===== src/rtl/seq_bcd_display_if.sv =====
// Handshake and display bus for seq_bcd_display: start/value request side,
// busy/done status and the registered BCD plus decoded segment outputs.
interface seq_bcd_display_if #(
    parameter int WIDTH  = 32,
    parameter int DIGITS = 10
);
    logic                  start;
    logic [WIDTH-1:0]      value;
    logic                  active_low;
    logic                  busy;
    logic                  done;
    logic                  neg;
    logic                  overflow;
    logic [4*DIGITS-1:0]   bcd;
    logic [7*DIGITS-1:0]   segs;

    modport master (
        output start, value, active_low,
        input  busy, done, neg, overflow, bcd, segs
    );

    modport slave (
        input  start, value, active_low,
        output busy, done, neg, overflow, bcd, segs
    );
endinterface


===== src/rtl/seq_bcd_display.sv =====
// Sequential binary-to-BCD (double-dabble, one bit per clock) with 7-segment decode.
// Optional macro LEADING_ZERO_BLANK_EN blanks zero digits above the most significant non-zero digit.
//
// state | meaning
// IDLE  | waiting for start; outputs hold the last result
// SHIFT | shift-add-3 in progress, count bits remaining
module seq_bcd_display #(
    parameter int WIDTH  = 32,
    parameter int DIGITS = 10,
    parameter int SIGNED = 1
) (
    input  logic               clock,
    input  logic               reset,
    seq_bcd_display_if.slave   bus
);
    localparam int CW = $clog2(WIDTH + 1);
    localparam int BW = 4 * DIGITS;

    typedef enum logic {IDLE, SHIFT} state_t;

    state_t          state;
    logic [WIDTH-1:0] mag;
    logic [BW-1:0]   scratch;
    logic [BW-1:0]   adj;
    logic [BW-1:0]   scratch_nxt;
    logic            sign_s;
    logic            ovf_s;
    logic            ovf_nxt;
    logic [CW-1:0]   count;

    always_comb begin
        adj = scratch;
        for (int i = 0; i < DIGITS; i++) begin
            if (scratch[4*i +: 4] >= 4'd5)
                adj[4*i +: 4] = scratch[4*i +: 4] + 4'd3;
        end
    end

    // A carry out of the top digit means the value needs more than DIGITS digits.
    assign scratch_nxt = {adj[BW-2:0], mag[WIDTH-1]};
    assign ovf_nxt     = ovf_s | adj[BW-1];

    always_ff @(posedge clock) begin
        if (reset) begin
            state        <= IDLE;
            mag          <= '0;
            scratch      <= '0;
            sign_s       <= 1'b0;
            ovf_s        <= 1'b0;
            count        <= '0;
            bus.busy     <= 1'b0;
            bus.done     <= 1'b0;
            bus.neg      <= 1'b0;
            bus.overflow <= 1'b0;
            bus.bcd      <= '0;
        end else begin
            bus.done <= 1'b0;
            case (state)
                IDLE: begin
                    if (bus.start) begin
                        if ((SIGNED != 0) && bus.value[WIDTH-1]) begin
                            mag    <= -bus.value;
                            sign_s <= 1'b1;
                        end else begin
                            mag    <= bus.value;
                            sign_s <= 1'b0;
                        end
                        scratch  <= '0;
                        ovf_s    <= 1'b0;
                        count    <= CW'(WIDTH);
                        bus.busy <= 1'b1;
                        state    <= SHIFT;
                    end
                end
                SHIFT: begin
                    scratch <= scratch_nxt;
                    mag     <= {mag[WIDTH-2:0], 1'b0};
                    ovf_s   <= ovf_nxt;
                    count   <= count - 1'b1;
                    if (count == CW'(1)) begin
                        bus.bcd      <= scratch_nxt;
                        bus.neg      <= sign_s;
                        bus.overflow <= ovf_nxt;
                        bus.busy     <= 1'b0;
                        bus.done     <= 1'b1;
                        state        <= IDLE;
                    end
                end
                default: state <= IDLE;
            endcase
        end
    end

    function automatic logic [6:0] enc(input logic [3:0] d);
        case (d)
            4'd0:    enc = 7'h3F;
            4'd1:    enc = 7'h06;
            4'd2:    enc = 7'h5B;
            4'd3:    enc = 7'h4F;
            4'd4:    enc = 7'h66;
            4'd5:    enc = 7'h6D;
            4'd6:    enc = 7'h7D;
            4'd7:    enc = 7'h07;
            4'd8:    enc = 7'h7F;
            4'd9:    enc = 7'h6F;
            default: enc = 7'h00;
        endcase
    endfunction

    logic [3:0] dig;
    logic [6:0] seg;
`ifdef LEADING_ZERO_BLANK_EN
    logic       lead;
`endif

    always_comb begin
        bus.segs = '0;
        dig      = '0;
        seg      = '0;
`ifdef LEADING_ZERO_BLANK_EN
        lead     = 1'b1;
`endif
        for (int i = DIGITS - 1; i >= 0; i--) begin
            dig = bus.bcd[4*i +: 4];
`ifdef LEADING_ZERO_BLANK_EN
            // Walk down from the top digit; digit 0 always shows.
            if (lead && (i != 0) && (dig == 4'd0)) begin
                seg = 7'h00;
            end else begin
                lead = 1'b0;
                seg  = enc(dig);
            end
`else
            seg = enc(dig);
`endif
            bus.segs[7*i +: 7] = bus.active_low ? ~seg : seg;
        end
    end
endmodule


===== src/flat_wrapper.sv =====
// flat-port wrapper written by rule: the top's interface ports become plain ports
module seq_bcd_display_flat 
#(
    parameter int WIDTH  = 32,
    parameter int DIGITS = 10,
    parameter int SIGNED = 1
)
  (clock, reset, bus_start, bus_value, bus_active_low, bus_busy, bus_done, bus_neg, bus_overflow, bus_bcd, bus_segs);
  seq_bcd_display_if #(.WIDTH(WIDTH), .DIGITS(DIGITS)) bus_i ();
  input  logic clock;
  input  logic reset;
  input wire logic [$bits(bus_i.start)-1:0] bus_start;
  input wire logic [$bits(bus_i.value)-1:0] bus_value;
  input wire logic [$bits(bus_i.active_low)-1:0] bus_active_low;
  output wire logic [$bits(bus_i.busy)-1:0] bus_busy;
  output wire logic [$bits(bus_i.done)-1:0] bus_done;
  output wire logic [$bits(bus_i.neg)-1:0] bus_neg;
  output wire logic [$bits(bus_i.overflow)-1:0] bus_overflow;
  output wire logic [$bits(bus_i.bcd)-1:0] bus_bcd;
  output wire logic [$bits(bus_i.segs)-1:0] bus_segs;
  assign bus_i.start = bus_start;
  assign bus_i.value = bus_value;
  assign bus_i.active_low = bus_active_low;
  assign bus_busy = bus_i.busy;
  assign bus_done = bus_i.done;
  assign bus_neg = bus_i.neg;
  assign bus_overflow = bus_i.overflow;
  assign bus_bcd = bus_i.bcd;
  assign bus_segs = bus_i.segs;
  seq_bcd_display #(.WIDTH(WIDTH), .DIGITS(DIGITS), .SIGNED(SIGNED)) u_core (.clock(clock), .reset(reset), .bus(bus_i));
endmodule

===== config.mk =====
export PLATFORM = sky130hd
export DESIGN_NAME = seq_bcd_display_flat
export DESIGN_NICKNAME = d
export VERILOG_FILES = /design/src/rtl/seq_bcd_display_if.sv /design/src/rtl/seq_bcd_display.sv /design/src/flat_wrapper.sv
export SDC_FILE = /design/constraint.sdc
export NUM_CORES = 1
export LEC_CHECK = 0
export ABC_AREA = 1
export CAP_MARGIN = 20
export CORE_MARGIN = 2
export CORE_UTILIZATION = 35
export CTS_BUF_LIST = sky130_fd_sc_hd__clkbuf_8
export DETAILED_ROUTE_END_ITERATION = 7
export PLACE_DENSITY_LB_ADDON = 0.08
export SLEW_MARGIN = 20
export SYNTH_ARGS = -nofsm -noshare
export SYNTH_HDL_FRONTEND = slang
export SYNTH_SLANG_ARGS = --single-unit

===== constraint.sdc =====
create_clock -name clock -period 3.1 [get_ports clock]
set_clock_uncertainty 0.15 [all_clocks]
set_input_delay 0.31 -clock clock [delete_from_list [all_inputs] [get_ports clock]]
set_output_delay 0.31 -clock clock [all_outputs]
set_load 0.1 [all_outputs]

Word level (Yosys, flattened, before mapping):

Memories as Yosys holds them, arrays and structs flattened. A register that Yosys moved wholly into a read port is not among the register bits.
Index checks and enable logic that the tools add are counted.

* memories: 10
* logic and storage cells: 119
* flip-flop bits (word level): 125
* output and inout bits: 114
* ROM bits: 1120

* equal/unequal tests: 3
* magnitude comparators: 10
* reduce and logical (&&, ||, !) cells: 4
* muxes and demuxes: 57
* bitwise logic cells: 12
* add/subtract/negate cells: 12

Memory list
* (name not given): words 16, bits a word 7, read ports 1, clocked after Yosys merged registers in 1, wr ports 0, line seq_bcd_display.sv:95 `case (d)`
* (name not given): words 16, bits a word 7, read ports 1, clocked after Yosys merged registers in 1, wr ports 0, line seq_bcd_display.sv:95
* (name not given): words 16, bits a word 7, read ports 1, clocked after Yosys merged registers in 1, wr ports 0, line seq_bcd_display.sv:95
* (name not given): words 16, bits a word 7, read ports 1, clocked after Yosys merged registers in 1, wr ports 0, line seq_bcd_display.sv:95
* (name not given): words 16, bits a word 7, read ports 1, clocked after Yosys merged registers in 1, wr ports 0, line seq_bcd_display.sv:95
* (name not given): words 16, bits a word 7, read ports 1, clocked after Yosys merged registers in 1, wr ports 0, line seq_bcd_display.sv:95
* 4 more memories

Operator list (count)
* 4-bit two-way mux: 30
* 40-bit case mux with 2 select lines: 1
* 7-bit two-way mux: 10
* 7-bit inverter: 10
* 32-bit two-way mux: 2
* 32-bit case mux with 2 select lines: 1
* 4-bit by 2-bit adder with 4-bit output, second input constant: 10
* 4-bit by 3-bit greater-or-equal comparator with 1-bit output, second input constant: 10
* 40-bit two-way mux: 1
* 32-bit negator: 1
* 6-bit case mux with 2 select lines: 1
* 1-bit two-way mux: 7
* 6-bit by 1-bit == test with 1-bit output, second input constant: 1
* 6-bit two-way mux: 1
* 1-bit case mux with 2 select lines: 3
* 2-bit AND reduction: 3
* 6-bit by 1-bit subtractor with 6-bit output, second input constant: 1
* 2-bit inequality test, second input constant: 2
* 2-bit OR reduction: 1
* 1-bit inverter: 1
* 1-bit OR: 1

Depth between registers and ports, before layout:

Gate-level depths: netlist (run 1).

* depth after elaboration: 4
* depth in mapped cells: 15
* gate-level depth less buffers: 15

Worst setup path before layout (run 1):

No wires, ideal clock.

* path type: in2out
* from: in bus_active_low
* to: out bus_segs[11]
* arrival: 2.425 ns
* stages: 3
* required time: 2.640 ns
* path slack: 0.215 ns
* path through: clkbuf_1 -> clkbuf_1 -> xor2_1

* cells in the longest elaborated chain, start to end: 1

Ends and longest elaborated chain
* from (decl): line flat_wrapper.sv:14 `input wire logic [$bits(bus_i.active_low)-1:0] bus_active_low;`
* 7-bit two-way mux: line seq_bcd_display.sv:136 `bus.segs[7*i +: 7] = bus.active_low ? ~seg : seg;`
* to (decl): line flat_wrapper.sv:20 `output wire logic [$bits(bus_i.segs)-1:0] bus_segs;`

Every way passes these cells.

==> impl_results.md, run 1 <==
* Outcome: finished clean
* RSZ-0062 raised after global routing: false
* Sum Neg Setup Slack at 0 ns
* HPWL after detailed placement at around 19 mm
* PwrDens at 415.9 nW/um^2
* Final Hold Fails at 0
* Clock period minus worst slack at about 2.6 ns
* Gate count of the mapped netlist at about 1500
* Most frequent standard cell in the layout excluding fill and tap cells: nand2_1
* CTS tree: done
* Buffer count from post-CTS setup fixing at 0
* Combinational cell fraction of total power at between 10% and 20%
* Post-route ant nets at 0
* Most used cells in the layout excluding fill and tap cells: nand2_1 (398), dfxtp_1 (194), inv_1 (175), buf_4 (128), nor2_1 (122)
* Actual transition at the worst max-transition pin at approximately 0.7 ns
* Die area at about 33000 sq um
* Worst path buffer plus inverter count at 3
* Core Area at around 31000 sq um
* Remaining DRCs at 0
* Synthesis-stage register bit count at 195
* Worst-case reg-to-reg path depth at 12
* Classification of the worst setup path: register to register
* Power Internal at between 3 and 4 mW
* Slowest library cell on the worst path: dfxtp_1
* Portion of the post-synthesis area used by sequential elements at ~36%
* Detailed-routing iteration count for the pre-antenna-repair pass at 7
* Cell count along the critical path at 12
* Worst hold-check path type: input port to register
* Number of resized instances in the post-cts repair step at 0
* Final count of negative-setup-slack endpoints at 0
* Average wire per cell in the routed design at 12.96 um
* Total of warnings raised by yosys at 0
* Switching power at approximately 1.9 mW
* Maximum vdd drop at 0.2855 mV
* Number of buffers created by CTS at 17
* Switching power as a share of total power at 34.83%
* Fill cell instance count of the final layout at 3235
* Met3 routed wirelength at approximately 950 um
* Maximum net fanout on the critical path at 18
* Final weighted congestion in routability-driven placement at between 0.8 and 0.9
* Grt total ovfl at 0
* Remaining max-slew budget at the tightest pin at 52.38%
* Sequential cell fraction of total power at a little under half
* Worst path setup slack after routing at 0.4573 ns
* Mapped Area at 10950 sq um
* Initial Utilization at 35.70%
* Maximum number of buffers from clock root to sink at 2
* Reported max-cap violation count at 0
* Hold Path Stages at 4
* Global-route wire length before repair at 44.73 mm
* Routed via count at 9488
* Maximum cell stage delay along the critical path at roughly 0.33 ns
* Largest net degree at the start of global routing at 88
* Clock Sink Count at 195
* Y dimension of the die at between 150 and 200 um
* Crit share post-route at a little under nine tenths
* Count of final max-slew check failures at 0
* Number of distinct library cells after synthesis at 42
* Setup slack after placement at 0.4530 ns
* Cell family with most CP delay: simple AND/OR/NAND/NOR gates
* Uppermost layer routed: met4
* Final standard cell utilization of the core at a little over two fifths
* Syn nets at 1620
* Clock transition at the register clock pins on the worst setup and hold paths after CTS at 0.11 ns
* Number of buffers added on ports at approximately 150
* Share of post-route cells with drive strength above 1 at a little over an eighth
* Area growth from synthesis to layout at 18.76%
* Clk Tree Root Cell: clkbuf_8
* Vias in the first global route at between 9000 and 10000
* Die width at 180.9 um
* Number of nets in the layout at 1754
* Worst Setup End Kind: register
* Relative contribution of the clock network to total power at between 30 and 40%
* Worst EP required at between 3 and 4 ns
* First-iteration detailed-routing DRC count at around 440
* Arr. time, crit path at around 2.9 ns
* Most common cell type on the critical path: nand2_1
* Placement row count at 64
* Ports at 150
* Static leakage at approximately 6 nW
* Clock latency reported for the late side of the worst-skew pair at between 0.4 and 0.5 ns
* Routed length on met1 at 12.96 mm
* Cells along the critical path: inv_1 > ha_1 > nand4_4 > buf_4 > nor2_8 > nand2_1 > nand2_1 > inv_1 > ha_1 > or2_0 > nand3_1 > nand2_1
* Startpoint type of the worst setup path: register
* Total Routing Usage GR at between 10% and 20%
* Overall Power at around 5.4 mW
* CTS H-Tree Depth at 4
* Routed WL at around 26 mm
* CTS Hold Buffers Added at 0
* Vias/cell at about 4.6
* Met2 routed wirelength at 12.40 mm
* Initial antenna violation count at 1
* Mean area per synthesized cell at 7.295 sq um
* Highest achievable clock rate at approximately 380 MHz
-- per-layer routing --
metal  GRT usage (%)  vias to the layer above
li1                -                     5061
met1           21.59                     4278
met5               0                        -
met3           3.124                       10
met2           28.17                      139
met4           2.903                        0
-- power by group through the flow --
stage	sequential, mW	combinational [mW]	clock, mW
2_1_floorplan	2.67	0.786	0
3_3_place_gp	2.65	1.08	0
3_5_place_dp	2.65	1.08	0
4_1_cts	2.59	1.08	1.83
5_1_grt	2.60	1.14	1.92
6_report	2.59	1.07	1.74
-- cell type report --
class                   count  area (sq um)  area share (%)
flip-flops and latches    195          3905           30.03
clock inverters            14         183.9           1.414
repair buffers            163          1331           10.24
inverters                 184         695.7           5.350
well taps                 396         495.5           3.810
multi-input cells        1074          6142           47.23
clock buffers              18         247.7           1.905
diodes                      1         2.502         0.01924
-- per-stage QoR --
step                      area [sq um]  std cells  hold WS, ns
after floorplan                  10950       1501       0.2898
after global placement           12570       2012       0.2965
after detailed placement         12570       2012       0.2999
after CTS                        13000       2044       0.1422
after global routing             13000       2044       0.1656
final                            13000       2045       0.1631
-- cell usage after synthesis (all sizes together) --
cell | count | area (sq um)
buf | 18 | 101.3
xor2 | 86 | 753.2
nor2 | 136 | 581.8
dfxtp | 195 | 3904
a21boi | 1 | 7.510
nand3b | 11 | 82.58
nand2 | 402 | 1524
mux2i | 4 | 40.04
o211ai | 12 | 90.09
or2 | 10 | 62.56
a21oi | 83 | 419.2
inv | 184 | 695.7
nand4 | 8 | 65.06
o21a | 9 | 67.56
o21ai | 74 | 392.9
nand3 | 100 | 520.5
ha | 83 | 1039
o22ai | 10 | 62.56
clkbuf | 30 | 113.9
nor3 | 1 | 5.000
o21bai | 3 | 22.52
a22oi | 32 | 342.8
a31oi | 9 | 56.30
-- final timing paths --
| check | startpoint | endpoint | slack [ns] |
|---|---|---|---|
| worst max-delay path | u_core.count[1]$_SDFFE_PP0P_ | register | 0.46 |
| worst min register to register | u_core.mag[0]$_SDFFE_PP0P_ | u_core.mag[0]$_SDFFE_PP0P_ | 0.32 |
| worst max register to register | u_core.count[1]$_SDFFE_PP0P_ | register | 0.46 |
| worst min-delay path | reset | u_core.count[5]$_SDFFE_PP0P_ | 0.16 |
-- cells by family after synthesis --
group | after synthesis | share of synthesized area, %
fa+ha+maj | 83 | 9.485
buf+inv | 232 | 8.319
compound gates | 233 | 13.35
flops | 195 | 35.65
simple gates | 668 | 25.95
xor+xnor | 86 | 6.879
mux | 4 | 0.3657
-- tightest hold or removal path, stage by stage --
cell and delay (ns):
buf_4 0.11, inv_1 0.17, nand2_1 0.12, inv_1 0.03
No activity file was read; power rests on OpenSTA's default activity.
==> run 2, diff against run 1 <==
==> constraint.sdc (replaced) <==
create_clock -name clock -period 3.4 [get_ports clock]
set_clock_uncertainty 0.15 [all_clocks]
set_input_delay 0.34 -clock clock [delete_from_list [all_inputs] [get_ports clock]]
set_output_delay 0.34 -clock clock [all_outputs]
set_load 0.1 [all_outputs]
==> run 2 against run 1 <==
Compared with the run above: final cell count decreased by 0.15%; register-to-register slack improved by 0.26 ns; setup slack improved by 0.26 ns; die area unchanged; critical path type unchanged; largest cell class unchanged; highest routed layer unchanged.
==> impl_results.md, run 2 (synthesis results as in run 1) <==
* Outcome: finished clean
* Clock Sink Count at 195 (unchanged)
* Startpoint type of the worst setup path: register
* Sum Neg Setup Slack at 0 ns (unchanged)
* Area growth from synthesis to layout at 18.82% (about the same)
* Core Area at 30670 sq um (unchanged)
* Smallest hold slack at 0.06191 ns (-0.1012 ns)
* Vias/cell at 4.626 (-0.29%)
* Post-route ant nets at 0 (unchanged)
* Count of final max-slew check failures at 0 (unchanged)
* Actual transition at the worst max-transition pin at 0.9892 ns (+0.2749 ns)
* Number of buffers created by CTS at 17 (unchanged)
* Highest achievable clock rate at 372.9 MHz (-1.5%)
* Clk Tree Root Cell: clkbuf_8
* Hold EP: u_core.scratch[31]$_SDFFE_PP0P_
* Maximum number of buffers from clock root to sink at 2 (unchanged)
* Hold Path Stages at 2 (-2)
* Worst EP required at 3.63 ns (+0.31 ns)
* Detailed-routing iteration count for the pre-antenna-repair pass at 5 (-2)
* Maximum net fanout on the critical path at 19 (+1)
* RSZ-0062 raised after global routing: false
* Slack of the worst reg-to-reg path at 0.72 ns (+0.26 ns)
* Remaining max-slew budget at the tightest pin at 33.85% (-19 points)
* Placement row count at 64 (unchanged)
* First-iteration detailed-routing DRC count at 435 (-0.91%)
* Classification of the worst setup path: register to register
* HPWL after detailed placement at 19.09 mm (-1.4%)
* CTS tree: done
* Reported max-cap violation count at 0 (unchanged)
* Ports at 150 (unchanged)
* Maximum vdd drop at 0.2081 mV (-27%)
* Largest net degree at the start of global routing at 67 (-24%)
* Crit share post-route at 78.88% (-6.4 points)
* Remaining DRCs at 0 (unchanged)
* Die area at 32710 sq um (unchanged)
* Worst-case reg-to-reg path depth at 12 (unchanged)
* Total placed cells including tap cells at 2009 (-0.15%)
* CTS H-Tree Depth at 4 (unchanged)
* Reg2Reg Launch Point: u_core.count[1]$_SDFFE_PP0P_
* Most frequent standard cell in the layout excluding fill and tap cells: nand2_1
* Most used cells in the layout excluding fill and tap cells: nand2_1 (398), dfxtp_1 (194), inv_1 (176), nor2_1 (122), nand3_1 (96)
* Arr. time, crit path at 2.91 ns (+0.05 ns)
* Initial antenna violation count at 1 (unchanged)
* Vias in the first global route at 8996 (-1.2%)
* Placement Cell Area at 12640 sq um (+0.54%)
* Clock period minus worst slack at 2.682 ns (+0.03914 ns)
* Static leakage at 5.716 nW (-2.3%)
* Final weighted congestion in routability-driven placement at 0.8290 (-1.6%)
* Initial Utilization at 35.70% (unchanged)
* Number of resized instances in the post-cts repair step at 0 (unchanged)
* Number of nets in the layout at 1751 (-0.17%)
* Finished layout cell area at 13010 sq um (about the same)
* Worst hold-check path type: input port to register
* CTS Hold Buffers Added at 0 (unchanged)
* Total Routing Usage GR at 16.32% (-0.093 points)
* Share of post-route cells with drive strength above 1 at 10.64% (-2.7 points)
* Buffer count from post-CTS setup fixing at 0 (unchanged)
* Launch instance of the worst min-delay path: reset
* Number of buffers added on ports at 149 (unchanged)
* Post-Layout Cell Count at 2042 (-0.15%)
* Overall Power at 4.783 mW (-12%)
* Final count of negative-setup-slack endpoints at 0 (unchanged)
* Worst Setup End Kind: register
* Die width at 180.9 um (unchanged)
* Average wire per cell in the routed design at 12.96 um (about the same)
* Clock latency reported for the late side of the worst-skew pair at 0.47 ns (about the same)
* Routed WL at 26.46 mm (-0.12%)
* Y dimension of the die at 180.9 um (unchanged)
* Routed via count at 9447 (-0.43%)
* PwrDens at 367.6 nW/um^2 (-12%)
* Clock transition at the register clock pins on the worst setup and hold paths after CTS at 0.11 ns (about the same)
* Grt total ovfl at 0 (unchanged)
* Global-route wire length before repair at 44.32 mm (-0.91%)
* Final Hold Fails at 0 (unchanged)
[run 2: changes by cell type in the layout (fill, tap and decap cells not counted)]
| cell | change |
|---|---|
| clkinv_4 | +5 |
| clkinv_8 | -5 |
| inv_6 | -4 |
| inv_1 | +1 |
| clkinvlp_4 | +2 |
| inv_8 | +2 |
| buf_4 | -43 |
| buf_12 | -1 |
| bufinv_16 | -1 |
| clkdlybuf4s50_1 | +41 |
[run 2: worst max-delay path: stages (launching register included)]
cell	delay (ns)
dfxtp_1	0.36
inv_1	0.07
ha_1	0.22
nand4_4	0.26
nand2_4	0.29
inv_6	0.33
nand2_1	0.11
nand2_1	0.16
inv_1	0.11
ha_1	0.20
or2_0	0.22
nand3_1	0.07
nand2_1	0.05
[run 2: how the worst max path moves through the flow]
stage / start / to / slack [ns] / depth (start not counted)
6_report: u_core.count[1]$_SDFFE_PP0P_ / register / 0.72 / 12
4_1_cts: u_core.count[1]$_SDFFE_PP0P_ / register / 0.68 / 12
2_1_floorplan: bus_active_low / bus_segs[11] / 0.46 / 3
3_5_place_dp: u_core.count[1]$_SDFFE_PP0P_ / register / 0.66 / 12
5_1_grt: u_core.count[1]$_SDFFE_PP0P_ / register / 0.51 / 11
3_3_place_gp: u_core.count[1]$_SDFFE_PP0P_ / register / 0.75 / 12
[run 2: cell type report]
class	instances	area [sq um]
Fill cell	3255	17660
Multi-Input combinational cell	1074	6142
Sequential cell	195	3905
Timing Repair Buffer	160	1399
Inverter	184	695.7
Tap cell	396	495.5
Clock buffer	18	247.7
Clock inverter	14	122.6
Antenna cell	1	2.502
[run 2: power by group]
| group | internal (mW) | leakage [nW] | switching, mW | total, mW |
|---|---|---|---|---|
| clock | 0.550 | 0.187 | 0.895 | 1.44 |
| combinational | 0.225 | 3.95 | 0.750 | 0.975 |
| sequential | 2.33 | 1.58 | 0.0292 | 2.36 |
| total | 3.11 | 5.72 | 1.67 | 4.78 |
[run 2: metrics by stage]
step                      worst slack, ns  util (%)
after floorplan                    0.4553         -
after global placement             0.7477     41.20
after detailed placement           0.6619     41.20
after CTS                          0.6756     42.41
after global routing               0.5084     42.41
final                              0.7181     42.42
[run 2: per-layer routing]
| metal | share of wire [%] | global-route usage (%) | wire, um | vias to the layer above |
|---|---|---|---|---|
| met5 | 0 | 0 | 0 | - |
| met4 | 0.93 | 3.355 | 245 | 0 |
| met3 | 4.0 | 3.306 | 1071 | 14 |
| met2 | 46 | 27.76 | 12230 | 144 |
| met1 | 49 | 21.36 | 12920 | 4246 |
| li1 | - | - | - | 5043 |
